`src/rtl/cim_pkg.sv`:
```
// cim_pkg: shared defaults and FSM state encoding for the CIM adder-tree feeder
package cim_pkg;

    localparam int DEF_N_IN    = 32;
    localparam int DEF_W_IN    = 4;
    localparam int DEF_W_OUT   = 13;
    localparam int DEF_TIMEOUT = 64;

    typedef enum logic [1:0] {
        LOAD   = 2'd0,
        ISSUE  = 2'd1,
        WAIT   = 2'd2,
        RESULT = 2'd3
    } state_t;

endpackage

```
`src/rtl/cim_feeder_if.sv`:
```
// cim_feeder_if: operand stream, adder-tree and result handshakes of the feeder
interface cim_feeder_if
    import cim_pkg::*;
#(
    parameter int N_IN  = DEF_N_IN,
    parameter int W_IN  = DEF_W_IN,
    parameter int W_OUT = DEF_W_OUT
);

    logic                   in_valid;
    logic [W_IN-1:0]        in_data;
    logic                   in_ready;
    logic [N_IN*W_IN-1:0]   tree_in;
    logic                   tree_start;
    logic                   tree_out_valid;
    logic [W_OUT-1:0]       tree_out;
    logic                   res_valid;
    logic [W_OUT-1:0]       res_data;
    logic                   res_ready;
    logic                   timeout_err;

    modport master (
        output in_valid, in_data, tree_out_valid, tree_out, res_ready,
        input  in_ready, tree_in, tree_start, res_valid, res_data, timeout_err
    );

    modport slave (
        input  in_valid, in_data, tree_out_valid, tree_out, res_ready,
        output in_ready, tree_in, tree_start, res_valid, res_data, timeout_err
    );

endinterface

```
`src/rtl/cim_feeder.sv`:
```
// cim_feeder: gathers N_IN operands, issues them to an adder tree and holds its result
module cim_feeder
    import cim_pkg::*;
#(
    parameter int N_IN    = DEF_N_IN,
    parameter int W_IN    = DEF_W_IN,
    parameter int W_OUT   = DEF_W_OUT,
    parameter int TIMEOUT = DEF_TIMEOUT
) (
    input  logic      clk,
    input  logic      rst_n,
    cim_feeder_if.slave bus
);

    localparam int CW = $clog2(N_IN);
    localparam int TW = $clog2(TIMEOUT + 1);

    state_t                 state, state_nx;
    logic [CW-1:0]          cnt;
    logic [TW-1:0]          wcnt;
    logic [W_IN-1:0]        opnd [N_IN];
    logic [N_IN*W_IN-1:0]   packed_q;
    logic [W_OUT-1:0]       res_q;
    logic                   err_q;
    logic                   rdy, start, rvld, hs, last, tmo, cap;

    assign hs   = bus.in_valid && rdy;
    assign last = cnt == CW'(N_IN - 1);
    assign tmo  = wcnt == TW'(TIMEOUT - 1);
    assign cap  = bus.tree_out_valid && (state == ISSUE || state == WAIT);

    // next state and the state-decoded handshake outputs
    always_comb begin
        rdy      = rst_n && state == LOAD;
        start    = rst_n && state == ISSUE;
        rvld     = rst_n && state == RESULT;
        state_nx = state;
        case (state)
            LOAD:    state_nx = (bus.in_valid && rdy && last) ? ISSUE : LOAD;
            ISSUE:   state_nx = bus.tree_out_valid ? RESULT : WAIT;
            WAIT:    state_nx = bus.tree_out_valid ? RESULT : (tmo ? LOAD : WAIT);
            RESULT:  state_nx = (rvld && bus.res_ready) ? LOAD : RESULT;
            default: state_nx = LOAD;
        endcase
    end

    // state register
    always_ff @(posedge clk) begin
        if (!rst_n) state <= LOAD;
        else        state <= state_nx;
    end

    // operand buffer, counters, captured result and the sticky timeout flag
    always_ff @(posedge clk) begin
        if (!rst_n) begin
            cnt   <= '0;
            wcnt  <= '0;
            res_q <= '0;
            err_q <= 1'b0;
            for (int k = 0; k < N_IN; k++) opnd[k] <= '0;
        end else begin
            if (hs) begin
                opnd[cnt] <= bus.in_data;
                cnt       <= last ? '0 : cnt + 1'b1;
            end
            wcnt <= (state == WAIT && state_nx == WAIT) ? wcnt + 1'b1 : '0;
            if (cap) res_q <= bus.tree_out;
            if (state == WAIT && !bus.tree_out_valid && tmo) err_q <= 1'b1;
            else if (hs)                                     err_q <= 1'b0;
        end
    end

    // slot k drives tree input k+1; bits pass through untouched
    always_comb begin
        packed_q = '0;
        for (int k = 0; k < N_IN; k++) packed_q[k*W_IN +: W_IN] = opnd[k];
    end

    assign bus.in_ready    = rdy;
    assign bus.tree_start  = start;
    assign bus.tree_in     = packed_q;
    assign bus.res_valid   = rvld;
    assign bus.res_data    = res_q;
    assign bus.timeout_err = err_q;

endmodule

```
`src/flat_wrapper.sv`:
```
// flat-port wrapper written by rule: the top's interface ports become plain ports
module cim_feeder_flat import cim_pkg::*;
#(
    parameter int N_IN    = DEF_N_IN,
    parameter int W_IN    = DEF_W_IN,
    parameter int W_OUT   = DEF_W_OUT,
    parameter int TIMEOUT = DEF_TIMEOUT
)
  (clk, rst_n, bus_in_valid, bus_in_data, bus_tree_out_valid, bus_tree_out, bus_res_ready, bus_in_ready, bus_tree_in, bus_tree_start, bus_res_valid, bus_res_data, bus_timeout_err);
  cim_feeder_if #(.N_IN(N_IN), .W_IN(W_IN), .W_OUT(W_OUT)) bus_i ();
  input  logic clk;
  input  logic rst_n;
  input wire logic [$bits(bus_i.in_valid)-1:0] bus_in_valid;
  input wire logic [$bits(bus_i.in_data)-1:0] bus_in_data;
  input wire logic [$bits(bus_i.tree_out_valid)-1:0] bus_tree_out_valid;
  input wire logic [$bits(bus_i.tree_out)-1:0] bus_tree_out;
  input wire logic [$bits(bus_i.res_ready)-1:0] bus_res_ready;
  output wire logic [$bits(bus_i.in_ready)-1:0] bus_in_ready;
  output wire logic [$bits(bus_i.tree_in)-1:0] bus_tree_in;
  output wire logic [$bits(bus_i.tree_start)-1:0] bus_tree_start;
  output wire logic [$bits(bus_i.res_valid)-1:0] bus_res_valid;
  output wire logic [$bits(bus_i.res_data)-1:0] bus_res_data;
  output wire logic [$bits(bus_i.timeout_err)-1:0] bus_timeout_err;
  assign bus_i.in_valid = bus_in_valid;
  assign bus_i.in_data = bus_in_data;
  assign bus_i.tree_out_valid = bus_tree_out_valid;
  assign bus_i.tree_out = bus_tree_out;
  assign bus_i.res_ready = bus_res_ready;
  assign bus_in_ready = bus_i.in_ready;
  assign bus_tree_in = bus_i.tree_in;
  assign bus_tree_start = bus_i.tree_start;
  assign bus_res_valid = bus_i.res_valid;
  assign bus_res_data = bus_i.res_data;
  assign bus_timeout_err = bus_i.timeout_err;
  cim_feeder #(.N_IN(N_IN), .W_IN(W_IN), .W_OUT(W_OUT), .TIMEOUT(TIMEOUT)) u_core (.clk(clk), .rst_n(rst_n), .bus(bus_i));
endmodule
```
`config.mk`:
```
export PLATFORM = sky130hd
export DESIGN_NAME = cim_feeder_flat
export DESIGN_NICKNAME = d
export VERILOG_FILES = /design/src/rtl/cim_pkg.sv /design/src/rtl/cim_feeder_if.sv /design/src/rtl/cim_feeder.sv /design/src/flat_wrapper.sv
export SDC_FILE = /design/constraint.sdc
export NUM_CORES = 1
export LEC_CHECK = 0
export ABC_AREA = 1
export BUFFER_PORTS_ARGS = -buffer_cell sky130_fd_sc_hd__buf_2
export CORE_MARGIN = 10
export CORE_UTILIZATION = 47
export DETAILED_ROUTE_END_ITERATION = 10
export PLACE_DENSITY = 0.85
export SLEW_MARGIN = 5
export SYNTH_ARGS = -nofsm -noshare
export SYNTH_HDL_FRONTEND = slang
export SYNTH_SLANG_ARGS = --single-unit
```
`constraint.sdc`:
```
create_clock -name clk -period 1.68 [get_ports clk]
set_clock_uncertainty 0.2 [all_clocks]
set_input_delay 0.084 -clock clk [delete_from_list [all_inputs] [get_ports clk]]
set_output_delay 0.084 -clock clk [all_outputs]
set_load 0.05 [all_outputs]
```
* Yosys cells after proc, flatten, opt, wreduce, memory -nomap -nowiden *
Memories as Yosys holds them, arrays and structs flattened.
Index checks and enable logic that the tools add are counted.

word-level totals
  logic and storage cells = 46
  output and inout port bits = 145
  memories = 1
  input port bits = 22
  bits in writable memories = 128
  register bits after elaboration = 28

memories
  memory       words  width  rd ports  clocked after Yosys merged registers in  wr ports  RTL line          text
  u_core.opnd  32     4      32        0                                        32        cim_feeder.sv:21  logic [W_IN-1:0] opnd [N_IN];

cells by class
  equality and inequality tests = 6
  add/subtract/negate cells = 2
  mux-type cells = 16
  reduce and logical (&&, ||, !) cells = 16

operators by type and width
  cell                                            number
  logical AND 1 bit                               10
  2-to-1 mux 5 bit                                2
  2-to-1 mux 1 bit                                9
  case mux 2 bit (4 select lines)                 1
  adder 7 x 1 -> 7 bit (second input constant)    1
  == test 7 x 6 -> 1 bit (second input constant)  1
  == test 2 bit (second input constant)           3
  2-to-1 mux 2 bit                                3
  adder 5 x 1 -> 5 bit (second input constant)    1
  == test 5 bit (second input constant)           1
  2-to-1 mux 4 bit                                1
  OR reduction 4 bit                              1
  == test 2 x 1 -> 1 bit (second input constant)  1
  zero test 2 bit                                 1
  AND reduction 2 bit                             1
  nonzero test 2 bit                              1
  zero test 1 bit                                 1
  logical OR 1 bit                                1

* Logic depth before layout (Yosys ltp) *
Gate-level depths: netlist of run 1.

  depth in word-level cells = 9
  depth in mapped cells = 9
  depth with buffers taken out = 9

* Worst setup path before layout of run 1 *
No wires, ideal clock.

  path kind = register to register
  start = register u_core.state[1]
  end = memory u_core.opnd[19][0] (netlist name) (enable)
  clock period less this slack = 1.819 ns
  arrival = 1.311 ns
  buffers on the path = 1
  library setup time = 0.308 ns
  required time = 1.172 ns
  setup slack = -0.139 ns
  stages on the path, launching flop included = 8
  cells stage by stage = dfxtp_1 > inv_1 > ha_1 > nand3_4 > buf_6 > nor2_8 > nand2_1 > nand2_1

RTL lines
  what                      RTL line          text
  start: declaration        cim_feeder.sv:18  state_t state, state_nx;
  start signal: assignment  cim_feeder.sv:50  else state <= state_nx;
  end: declaration          cim_feeder.sv:21

==> results of run 1 <==
==> stage by stage <==
stage	hold WS [ns]	utilization (%)
2_1_floorplan	0.0482	-
3_3_place_gp	0.132	59.3
3_5_place_dp	0.138	59.3
4_1_cts	0.0110	67.9
5_1_grt	0.0858	72.1
6_report	0.0843	72.1
==> state kept, by name, summed over array words and instances, names as in the netlist <==
| register | cells |
|---|---|
| u_core.bus.res_data | 13 |
| u_core.bus.timeout_err | 1 |
| u_core.cnt | 5 |
| u_core.opnd | 128 |
| u_core.state | 2 |
| u_core.wcnt | 7 |
==> worst reg2reg max path, stage by stage (launching register included) <==
cell     delay (ns)
dfxtp_1        0.32
inv_1          0.16
nand2_1        0.15
nor2_2         0.34
nand2_1        0.22
nand2_2        0.17
==> synth_stat cells <==
| library cell | count | area, um2 |
|---|---|---|
| buf_6 | 1 | 11.3 |
| a211oi_1 | 1 | 7.51 |
| xnor2_1 | 2 | 17.5 |
| inv_1 | 26 | 97.6 |
| edfxtp_1 | 128 | 3840 |
| inv_2 | 1 | 3.75 |
| xor2_1 | 2 | 17.5 |
| nor2_8 | 1 | 20.0 |
| buf_2 | 1 | 5.00 |
| nand3_1 | 6 | 30.0 |
| o21ai_0 | 18 | 90.1 |
| a21oi_1 | 7 | 35.0 |
| nor3_2 | 3 | 30.0 |
| clkbuf_1 | 19 | 71.3 |
| dfxtp_1 | 28 | 561 |
| ha_1 | 11 | 138 |
| nor2_1 | 165 | 619 |
| buf_4 | 1 | 7.51 |
| nor2_4 | 3 | 33.8 |
| nand4_1 | 2 | 12.5 |
| nand2_1 | 84 | 315 |
| nand3_4 | 1 | 17.5 |
| nor3_1 | 10 | 50.1 |
==> cells by family after synthesis <==
| logic type | synth area share [%] |
|---|---|
| AND/OR/NAND/NOR | 18.7 |
| flip-flops | 73.0 |
| XOR/XNOR | 0.581 |
| AO/OA/AOI/OAI | 2.20 |
| adder cells (fa/ha/maj) | 2.28 |
| buffers and inverters | 3.26 |
==> worst paths after layout <==
path | to | cells past startpoint | slack [ns] | startpoint
min reg2reg | u_core.bus.timeout_err$_SDFFE_PN0P_ | 2 | 0.26 | u_core.bus.timeout_err$_SDFFE_PN0P_
max | u_core.opnd[5][0]$_SDFFCE_PN0P_ | 5 | -0.17 | u_core.cnt[3]$_SDFFE_PN0N_
max reg2reg | u_core.opnd[5][0]$_SDFFCE_PN0P_ | 5 | -0.17 | u_core.cnt[3]$_SDFFE_PN0N_
min | u_core.bus.timeout_err$_SDFFE_PN0P_ | 4 | 0.08 | rst_n
==> layer usage <==
layer / GRT usage (%) / wire, um / vias to the layer above
li1: - / - / 2229
met1: 18.7 / 6340 / 2289
met2: 31.2 / 9280 / 287
met3: 6.47 / 1800 / 25
met4: 6.71 / 259 / 0
met5: 0 / 0 / -
==> power breakdown <==
| part | total, W | internal, W | switching [W] |
|---|---|---|---|
| registers | 0.00434 | 0.00429 | 0.0000490 |
| logic | 0.00101 | 0.000245 | 0.000763 |
| clock network | 0.00392 | 0.00224 | 0.00168 |
| total | 0.00927 | 0.00678 | 0.00249 |
==> timing repair <==
action	CTS	global route
setup endpoints to repair	233	262
cloned	0	1
hold buffers	21	0
pin swaps	6	15
setup buffers	7	3
resized for setup	73	131
endpoints found under the hold margin	84	0
==> layout make-up <==
class	instances	area (um2)	share of cell area [%]
inverter	27	101	1.11
tap	172	215	2.37
clock buffer	17	425	4.68
multi-input combinational	317	2060	22.6
sequential	156	4410	48.5
timing repair buffer	249	1710	18.8
clock inverter	15	178	1.95
==> qor.txt, run 1 <==
Post-synthesis sequential area ratio -> 73.0%
Die span in y -> 133 um
Mapped cell area -> 6030 um2
Num rows -> 41
First-pass GRT wire length -> 24800 um
Fin. max-slew vios -> 0
Grt total ovfl -> 0
Setup total negative slack -> -6.36 ns
Tcrit/Tclk final -> 110%
Share of layout cells above drive strength 1 -> 50.7%
Crit path arrival time -> 1.78 ns
Mean post-synth cell area -> 11.6 um2
Total of max-cap violations -> 0
Total track usage -> 17.6%
Post-DRT Antenna Nets -> 0
Status -> complete, but fails checks
Setup WS post-layout -> -0.172 ns
Failing checks -> setup timing
Final layout net count -> 801
Antenna Diode Count -> 0
Setup violators final -> 140
Initial antenna violation count -> 0
Worst min path class -> in -> reg
Routed WL -> 17700 um
Clock Latency Late Sink -> 0.42 ns
Worst-Margin Slew -> 0.460 ns
Worst Setup Start Kind -> flip-flop
Synth Net Count -> 554
Commonest cells after routing, fill and taps aside -> 163 x buf_2, 128 x edfxtp_1, 110 x nor2_1
Top delay family on crit path -> simple AND/OR/NAND/NOR gates
DP Area -> 7480 um2
YS warnings -> 0
TritonCTS clock tree -> built
Final HPWL DP -> 10900 um
Commonest non-fill, non-tap cell in the layout -> buf_2
Fin crit period -> 1.85 ns
Area Overhead vs Synth -> 50.8%
Largest net degree at the start of global routing -> 46
Post-synthesis register bit count -> 156
Total power -> 0.00927 W
Drt pass-1 iters -> 5
Clock Pin Slew Worst Setup and Hold Paths -> 0.06 ns
CTS Buf Count -> 17
Clock Sinks -> 156
Final instance area -> 9100 um2
Number of global-route vias before repair -> 4733
Final count of hold timing violations -> 0
DP Cell Count -> 890
Synth unique cells -> 23
Core box area -> 12600 um2
Critical path, cell by cell -> inv_1, nand2_1, nor2_2, nand2_1, nand2_2
Max Freq -> 540 MHz
Post-route DRC -> 0
Crit path buffers/inverters -> 1
I/O pins -> 167
Non-Filler Instances -> 953
Placer Congestion -> 0.834
PortBufs -> 166
DIE WIDTH -> 133 um
Pre-CTS WS -> -0.166 ns
Peak VDD IR -> 0.000786 V
Crit path top cell by count -> nand2_1
Slew Limit Headroom -> 69.1%
Fillers -> 771
Synth Instances -> 521
Setup CP Type -> reg -> reg
Via count -> 4830
CP required -> 1.61 ns
WL per Instance -> 18.5 um
Power Dens Cells -> 1020 nW/um2
Max Root-Sink Buffers -> 2
CP endpoint kind -> flip-flop
Die ar. -> 17800 um2
CP max-delay cell -> nor2_2
1st-iter DRT viols -> 509
Initial Utilization -> 47.8%
Post-DR vias/cell -> 5.07
Clock Tree Root -> clkbuf_16
Crit Path Max Fanout -> 5
CP peak stage delay -> 0.34 ns
Leak pwr -> 3.97 nW
Htree depth -> 4
RSZ-0062 raised after global routing -> true
(Power assumes the default switching activity.)
==> inputs of run 2 (changes only) <==
--- a/config.mk
+++ b/config.mk
@@ -11,6 +11,7 @@
 export CORE_UTILIZATION = 47
 export DETAILED_ROUTE_END_ITERATION = 10
 export PLACE_DENSITY = 0.85
+export SKIP_CTS_REPAIR_TIMING = 1
 export SLEW_MARGIN = 5
 export SYNTH_ARGS = -nofsm -noshare
 export SYNTH_HDL_FRONTEND = slang
==> run 2 against run 1 <==
  * The flow finishes with violations (hold timing, setup timing)
  * First-iteration DRC count down 1.2%
  * Combinational power about the same
  * Die area unchanged
  * Wire length up 3.6%
  * Design area about the same
  * Flip-flop and latch count unchanged
  * Core utilization up 0.069 points
  * Critical endpoint is now u_core.opnd[27][3]$_SDFFCE_PN0P_
  * Clock-buffer cell count unchanged
  * Clock power about the same
==> qor.txt, run 2 (synthesized netlist as in run 1, its figures left out) <==
Worst-Margin Slew -> 0.499 ns (+0.0385 ns)
Clock Sinks -> 156 (unchanged)
TritonCTS clock tree -> built
Power Dens Cells -> 1020 nW/um2 (+0.21%)
Htree depth -> 4 (unchanged)
Fin. max-slew vios -> 0 (unchanged)
WL per Instance -> 19.2 um (+3.6%)
PortBufs -> 166 (unchanged)
CP required -> 1.75 ns (+0.14 ns)
Max Root-Sink Buffers -> 2 (unchanged)
Max reg flops -> 128 (unchanged)
Biggest register -> u_core.opnd
Die ar. -> 17800 um2 (unchanged)
Final count of hold timing violations -> 1 (+1)
Crit Path Max Fanout -> 5 (unchanged)
Clock Latency Late Sink -> 0.42 ns (about the same)
Num rows -> 41 (unchanged)
Pre-CTS WS -> -0.166 ns (unchanged)
Commonest non-fill, non-tap cell in the layout -> buf_2
Clock Pin Slew Worst Setup and Hold Paths -> 0.07 ns (about the same)
Grt total ovfl -> 0 (unchanged)
Final core occ -> 72.2% (about the same)
Clk network pwr share -> 42.5% (+0.2 points)
RSZ-0062 raised after global routing -> true
Post-DRT Antenna Nets -> 0 (unchanged)
Setup violators final -> 177 (+26%)
Routed WL -> 18300 um (+3.6%)
Drt pass-1 iters -> 5 (unchanged)
Status -> complete, but fails checks
Total of max-cap violations -> 0 (unchanged)
Combinational power share -> 10.8% (about the same)
Total track usage -> 16.7% (-0.93 points)
Slew Limit Headroom -> 66.6% (-2.6 points)
Placer Congestion -> 0.834 (unchanged)
Via count -> 4889 (+1.2%)
Max Freq -> 538 MHz (-0.28%)
Failing checks -> hold timing, setup timing
Die span in y -> 133 um (unchanged)
Post-DR vias/cell -> 5.13 (+1.2%)
CP peak stage delay -> 0.33 ns (about the same)
CP max-delay cell -> dfxtp_2
Largest net degree at the start of global routing -> 46 (unchanged)
Antenna Diode Count -> 0 (unchanged)
Leak pwr -> 4.02 nW (+1.3%)
DIE WIDTH -> 133 um (unchanged)
CP endpoint kind -> flip-flop
Final layout net count -> 801 (unchanged)
Worst min path class -> in -> reg
Clock Tree Root -> clkbuf_16
Net Switching -> 0.00253 W (+1.4%)
Core box area -> 12600 um2 (unchanged)
Initial antenna violation count -> 0 (unchanged)
Pint -> 0.00677 W (-0.10%)
Worst Setup Start Kind -> flip-flop
Setup WS post-layout -> -0.177 ns (-0.00516 ns)
Area Overhead vs Synth -> 50.9% (about the same)
Total power -> 0.00930 W (+0.30%)
Final HPWL DP -> 10900 um (unchanged)
1st-iter DRT viols -> 503 (-1.2%)
CTS Buf Count -> 17 (unchanged)
Share of layout cells above drive strength 1 -> 51.0% (+0.26 points)
Initial Utilization -> 47.8% (unchanged)
Number of global-route vias before repair -> 4526 (-4.4%)
Crit path arrival time -> 1.92 ns (+0.14 ns)
Hold_ws -> -0.00207 ns (-0.0864 ns)
Setup CP Type -> reg -> reg
Tcrit/Tclk final -> 111% (+0.31 points)
Peak VDD IR -> 0.000751 V (-4.4%)
Share of power burned in registers -> 46.7% (about the same)
Fin crit period -> 1.86 ns (+0.00516 ns)
Post-route DRC -> 0 (unchanged)
Net Sw Frac -> 27.2% (+0.29 points)
First-pass GRT wire length -> 23500 um (-5.3%)
Commonest cells after routing, fill and taps aside -> 163 x buf_2, 128 x edfxtp_1, 115 x nor2_1, 34 x buf_4
Critical path, cell by cell -> inv_2, ha_4, nand3_4, buf_12, nor2_4, nand2_1, buf_4, nor2_1
I/O pins -> 167 (unchanged)
## run 2: cell types whose count changed in the layout (fill, tap and decap cells not counted), moves of 3 or more
cell           before  now
buf_6              25   28
dlygate4sd3_1      21   16
nand2_2            24   28
nand2_4            32   27
nor2_1            110  115
nor2_2             32   27
## run 2: layer usage
metal | track usage, % | up-vias | wire length (um)
met5 | 0 | - | 0
met4 | 6.53 | 0 | 308
met3 | 6.58 | 27 | 1800
met2 | 29.0 | 266 | 9800
met1 | 17.9 | 2362 | 6410
li1 | - | 2234 | -
## run 2: cell type report
class | count | area [um2]
Clock buffer | 17 | 425
Clock inverter | 15 | 178
Fill cell | 757 | 3510
Inverter | 27 | 108
Multi-Input combinational cell | 317 | 2060
Sequential cell | 156 | 4410
Tap cell | 172 | 215
Timing Repair Buffer | 249 | 1710
## run 2: worst max-delay path, delay by kind of cell, from the launching register on
family                   cells  cell delay [ns]
AND/OR/NAND/NOR              4             0.57
buffers and inverters        3             0.45
flip-flops                   1             0.33
adder cells (fa/ha/maj)      1             0.15
## run 2: power groups by stage
| stage | registers (W) | logic [W] | clock network (W) |
|---|---|---|---|
| after floorplan | 0.00484 | 0.000179 | 0 |
| after global placement | 0.00442 | 0.000849 | 0 |
| after detailed placement | 0.00442 | 0.000857 | 0 |
| after CTS | 0.00434 | 0.000859 | 0.00390 |
| after global routing | 0.00435 | 0.00105 | 0.00410 |
| final | 0.00434 | 0.00100 | 0.00395 |
## run 2: stage by stage
stage / hold slack [ns] / instance area, um2 / std cells / TNS (ns)
2_1_floorplan: 0.0482 / 6070 / 521 / -0.391
5_1_grt: 0.0142 / 9110 / 953 / -28.36
4_1_cts: -0.296 / 8080 / 922 / -19.11
3_3_place_gp: 0.132 / 7480 / 890 / -8.77
3_5_place_dp: 0.138 / 7480 / 890 / -13.61
6_report: -0.00207 / 9110 / 953 / -12.05
## run 2: final timing paths
check,startpoint,to,slack [ns],depth (start not counted)
min,bus_res_ready,u_core.state[1]$_SDFF_PN0_,-0.002,6
max,u_core.state[1]$_SDFF_PN0_,u_core.opnd[27][3]$_SDFFCE_PN0P_,-0.18,8
max reg2reg,u_core.state[1]$_SDFF_PN0_,u_core.opnd[27][3]$_SDFFCE_PN0P_,-0.18,8
min reg2reg,u_core.bus.timeout_err$_SDFFE_PN0P_,u_core.bus.timeout_err$_SDFFE_PN0P_,0.26,2
==> inputs of run 3 (changes only) <==
--- a/config.mk
+++ b/config.mk
@@ -11,6 +11,7 @@
 export CORE_UTILIZATION = 47
 export DETAILED_ROUTE_END_ITERATION = 10
 export PLACE_DENSITY = 0.85
+export REMOVE_ABC_BUFFERS = 1
 export SKIP_CTS_REPAIR_TIMING = 1
 export SLEW_MARGIN = 5
 export SYNTH_ARGS = -nofsm -noshare
==> run 3 against run 2 <==
  * The run still ends with hold timing, setup timing left
  * Die area unchanged
  * Highest routed layer unchanged
  * Register-to-register slack improved by 0.05 ns
  * Critical endpoint is now u_core.opnd[20][0]$_SDFFCE_PN0P_
  * Via count decreased by 4.7%
  * Largest cell class unchanged
  * Sequential share of layout area increased by 1.3 points
  * Global-route usage decreased by 0.69 points
  * Critical path depth unchanged
  * Clock power decreased by 3%
  * Combinational power decreased by 4%
  * Critical path type unchanged
  * Non-clock buffer count decreased by 1
  * Setup slack improved by 0.052 ns
==> qor.txt, run 3 (synthesized netlist as in run 1, its figures left out) <==
Status -> complete, but fails checks
Failing checks -> hold timing, setup timing
Number of global-route vias before repair -> 4458 (-1.5%)
Max reg flops -> 128 (unchanged)
Final count of hold timing violations -> 2 (+1)
Htree depth -> 4 (unchanged)
Area Overhead vs Synth -> 47.1%
Max Root-Sink Buffers -> 2 (unchanged)
Drt pass-1 iters -> 4 (-1)
Initial antenna violation count -> 0 (unchanged)
RSZ-0062 raised after global routing -> true
Combinational power share -> 10.5% (-0.3 points)
Fin crit period -> 1.81 ns (-0.0521 ns)
Share of power burned in registers -> 47.5% (+0.8 points)
Initial Utilization -> 47.8% (unchanged)
WL per Instance -> 16.6 um (-14%)
Net Sw Frac -> 23.6% (-3.6 points)
Setup CP Type -> reg -> reg
Final layout net count -> 801 (unchanged)
Worst Setup Start Kind -> flip-flop
Placer Congestion -> 0.842 (+0.93%)
Power Dens Cells -> 1030 nW/um2 (+0.78%)
Total of max-cap violations -> 0 (unchanged)
Clock Latency Late Sink -> 0.41 ns (about the same)
Fin. max-slew vios -> 0 (unchanged)
Core box area -> 12600 um2 (unchanged)
Slew Limit Headroom -> 70.8% (+4.2 points)
Routed WL -> 15800 um (-14%)
Worst-Margin Slew -> 0.438 ns (-0.0603 ns)
Share of layout cells above drive strength 1 -> 50.4% (-0.51 points)
Crit Path Max Fanout -> 6 (+1)
Die ar. -> 17800 um2 (unchanged)
1st-iter DRT viols -> 223 (-56%)
Leak pwr -> 3.92 nW (-2.6%)
Commonest cells after routing, fill and taps aside -> 163 x buf_2, 128 x edfxtp_1, 120 x nor2_1, 47 x buf_4, 41 x nor2_2
Via count -> 4657 (-4.7%)
Peak VDD IR -> 0.000689 V (-8.3%)
Pre-CTS WS -> -0.328 ns (-0.162 ns)
Hold_ws -> -0.00594 ns (-0.00387 ns)
Clk network pwr share -> 42.0% (-0.5 points)
Final HPWL DP -> 10300 um (-4.9%)
Antenna Diode Count -> 0 (unchanged)
Grt total ovfl -> 0 (unchanged)
Post-DRT Antenna Nets -> 0 (unchanged)
Storage element area -> 4410 um2 (unchanged)
DIE WIDTH -> 133 um (unchanged)
Biggest register -> u_core.opnd
Clock Tree Root -> clkbuf_16
Pint -> 0.00698 W (+3.0%)
Fillers -> 869 (+15%)
Post-DR vias/cell -> 4.89 (-4.7%)
Non-Filler Instances -> 953 (unchanged)
Area of the multi-input gates -> 1910 um2 (-7.3%)
Worst min path class -> in -> reg
Post-route DRC -> 0 (unchanged)
DP Cell Count -> 896 (+0.67%)
I/O pins -> 167 (unchanged)
CP max-delay cell -> dfxtp_2
Total power -> 0.00913 W (-1.8%)
CTS Buf Count -> 17 (unchanged)
Crit path arrival time -> 1.85 ns (-0.07 ns)
Final instance area -> 8870 um2 (-2.5%)
Clock Pin Slew Worst Setup and Hold Paths -> 0.06 ns (about the same)
Worst R2R Setup Slack -> -0.13 ns (+0.05 ns)
CP required -> 1.73 ns (-0.02 ns)
Net Switching -> 0.00216 W (-15%)
Clock Sinks -> 156 (unchanged)
Largest net degree at the start of global routing -> 33 (-28%)
First-pass GRT wire length -> 22500 um (-4.3%)
Setup WS post-layout -> -0.125 ns (+0.0521 ns)
Num rows -> 41 (unchanged)
Commonest non-fill, non-tap cell in the layout -> buf_2
CP endpoint kind -> flip-flop
CP peak stage delay -> 0.32 ns (about the same)
Max Freq -> 554 MHz (+2.9%)
Crit path top cell by count -> buf_6
TritonCTS clock tree -> built
Setup violators final -> 195 (+10%)
DP Area -> 7490 um2 (+0.13%)
Critical path, cell by cell -> inv_2, ha_4, nand3_4, nor2_4, buf_6, nand2_2, buf_6, nor2_1
Total track usage -> 16.0% (-0.69 points)
PortBufs -> 166 (unchanged)
Tcrit/Tclk final -> 107% (-3.1 points)
Die span in y -> 133 um (unchanged)
## run 3: layout make-up
class                      count  area share [%]
sequential                   156            49.7
multi-input combinational    318            21.5
timing repair buffer         248            18.3
clock buffer                  28            6.43
tap                          172            2.42
inverter                      27            1.14
clock inverter                 4           0.508
## run 3: critical path: cells and delay by family, from the launching register on
family / cells / cell delay, ns
simple gates: 4 / 0.59
flops: 1 / 0.32
fa+ha+maj: 1 / 0.16
buf+inv: 3 / 0.37
## run 3: worst paths after layout
kind	startpoint	end	depth (start not counted)
min	bus_in_data[2]	u_core.opnd[4][2]$_SDFFCE_PN0P_	4
max	u_core.state[1]$_SDFF_PN0_	u_core.opnd[20][0]$_SDFFCE_PN0P_	8
max reg2reg	u_core.state[1]$_SDFF_PN0_	u_core.opnd[20][0]$_SDFFCE_PN0P_	8
min reg2reg	u_core.bus.res_data[10]$_SDFFE_PN0P_	u_core.bus.res_data[10]$_SDFFE_PN0P_	2
## run 3: power groups by stage
stage | Combinational [W] | Sequential (W) | Clock (W)
2_1_floorplan | 0.000148 | 0.00484 | 0
3_3_place_gp | 0.000851 | 0.00441 | 0
3_5_place_dp | 0.000862 | 0.00442 | 0
4_1_cts | 0.000862 | 0.00434 | 0.00387
5_1_grt | 0.00101 | 0.00435 | 0.00402
6_report | 0.000957 | 0.00434 | 0.00384
## run 3: stage by stage
stage                     utilization, %  TNS (ns)
after floorplan                        -    -15.38
after global placement              59.4    -23.81
after detailed placement            59.4    -38.19
after CTS                           64.2    -41.62
after global routing                70.3    -25.36
final                               70.3     -8.51
## run 3: routing by layer
layer / track usage, % / vias to the layer above / part of all wire [%]
met5: 0 / - / 0
met4: 7.50 / 0 / 2.3
met3: 6.47 / 29 / 8.7
met2: 27.0 / 171 / 51
met1: 17.2 / 2228 / 38
li1: - / 2229 / -
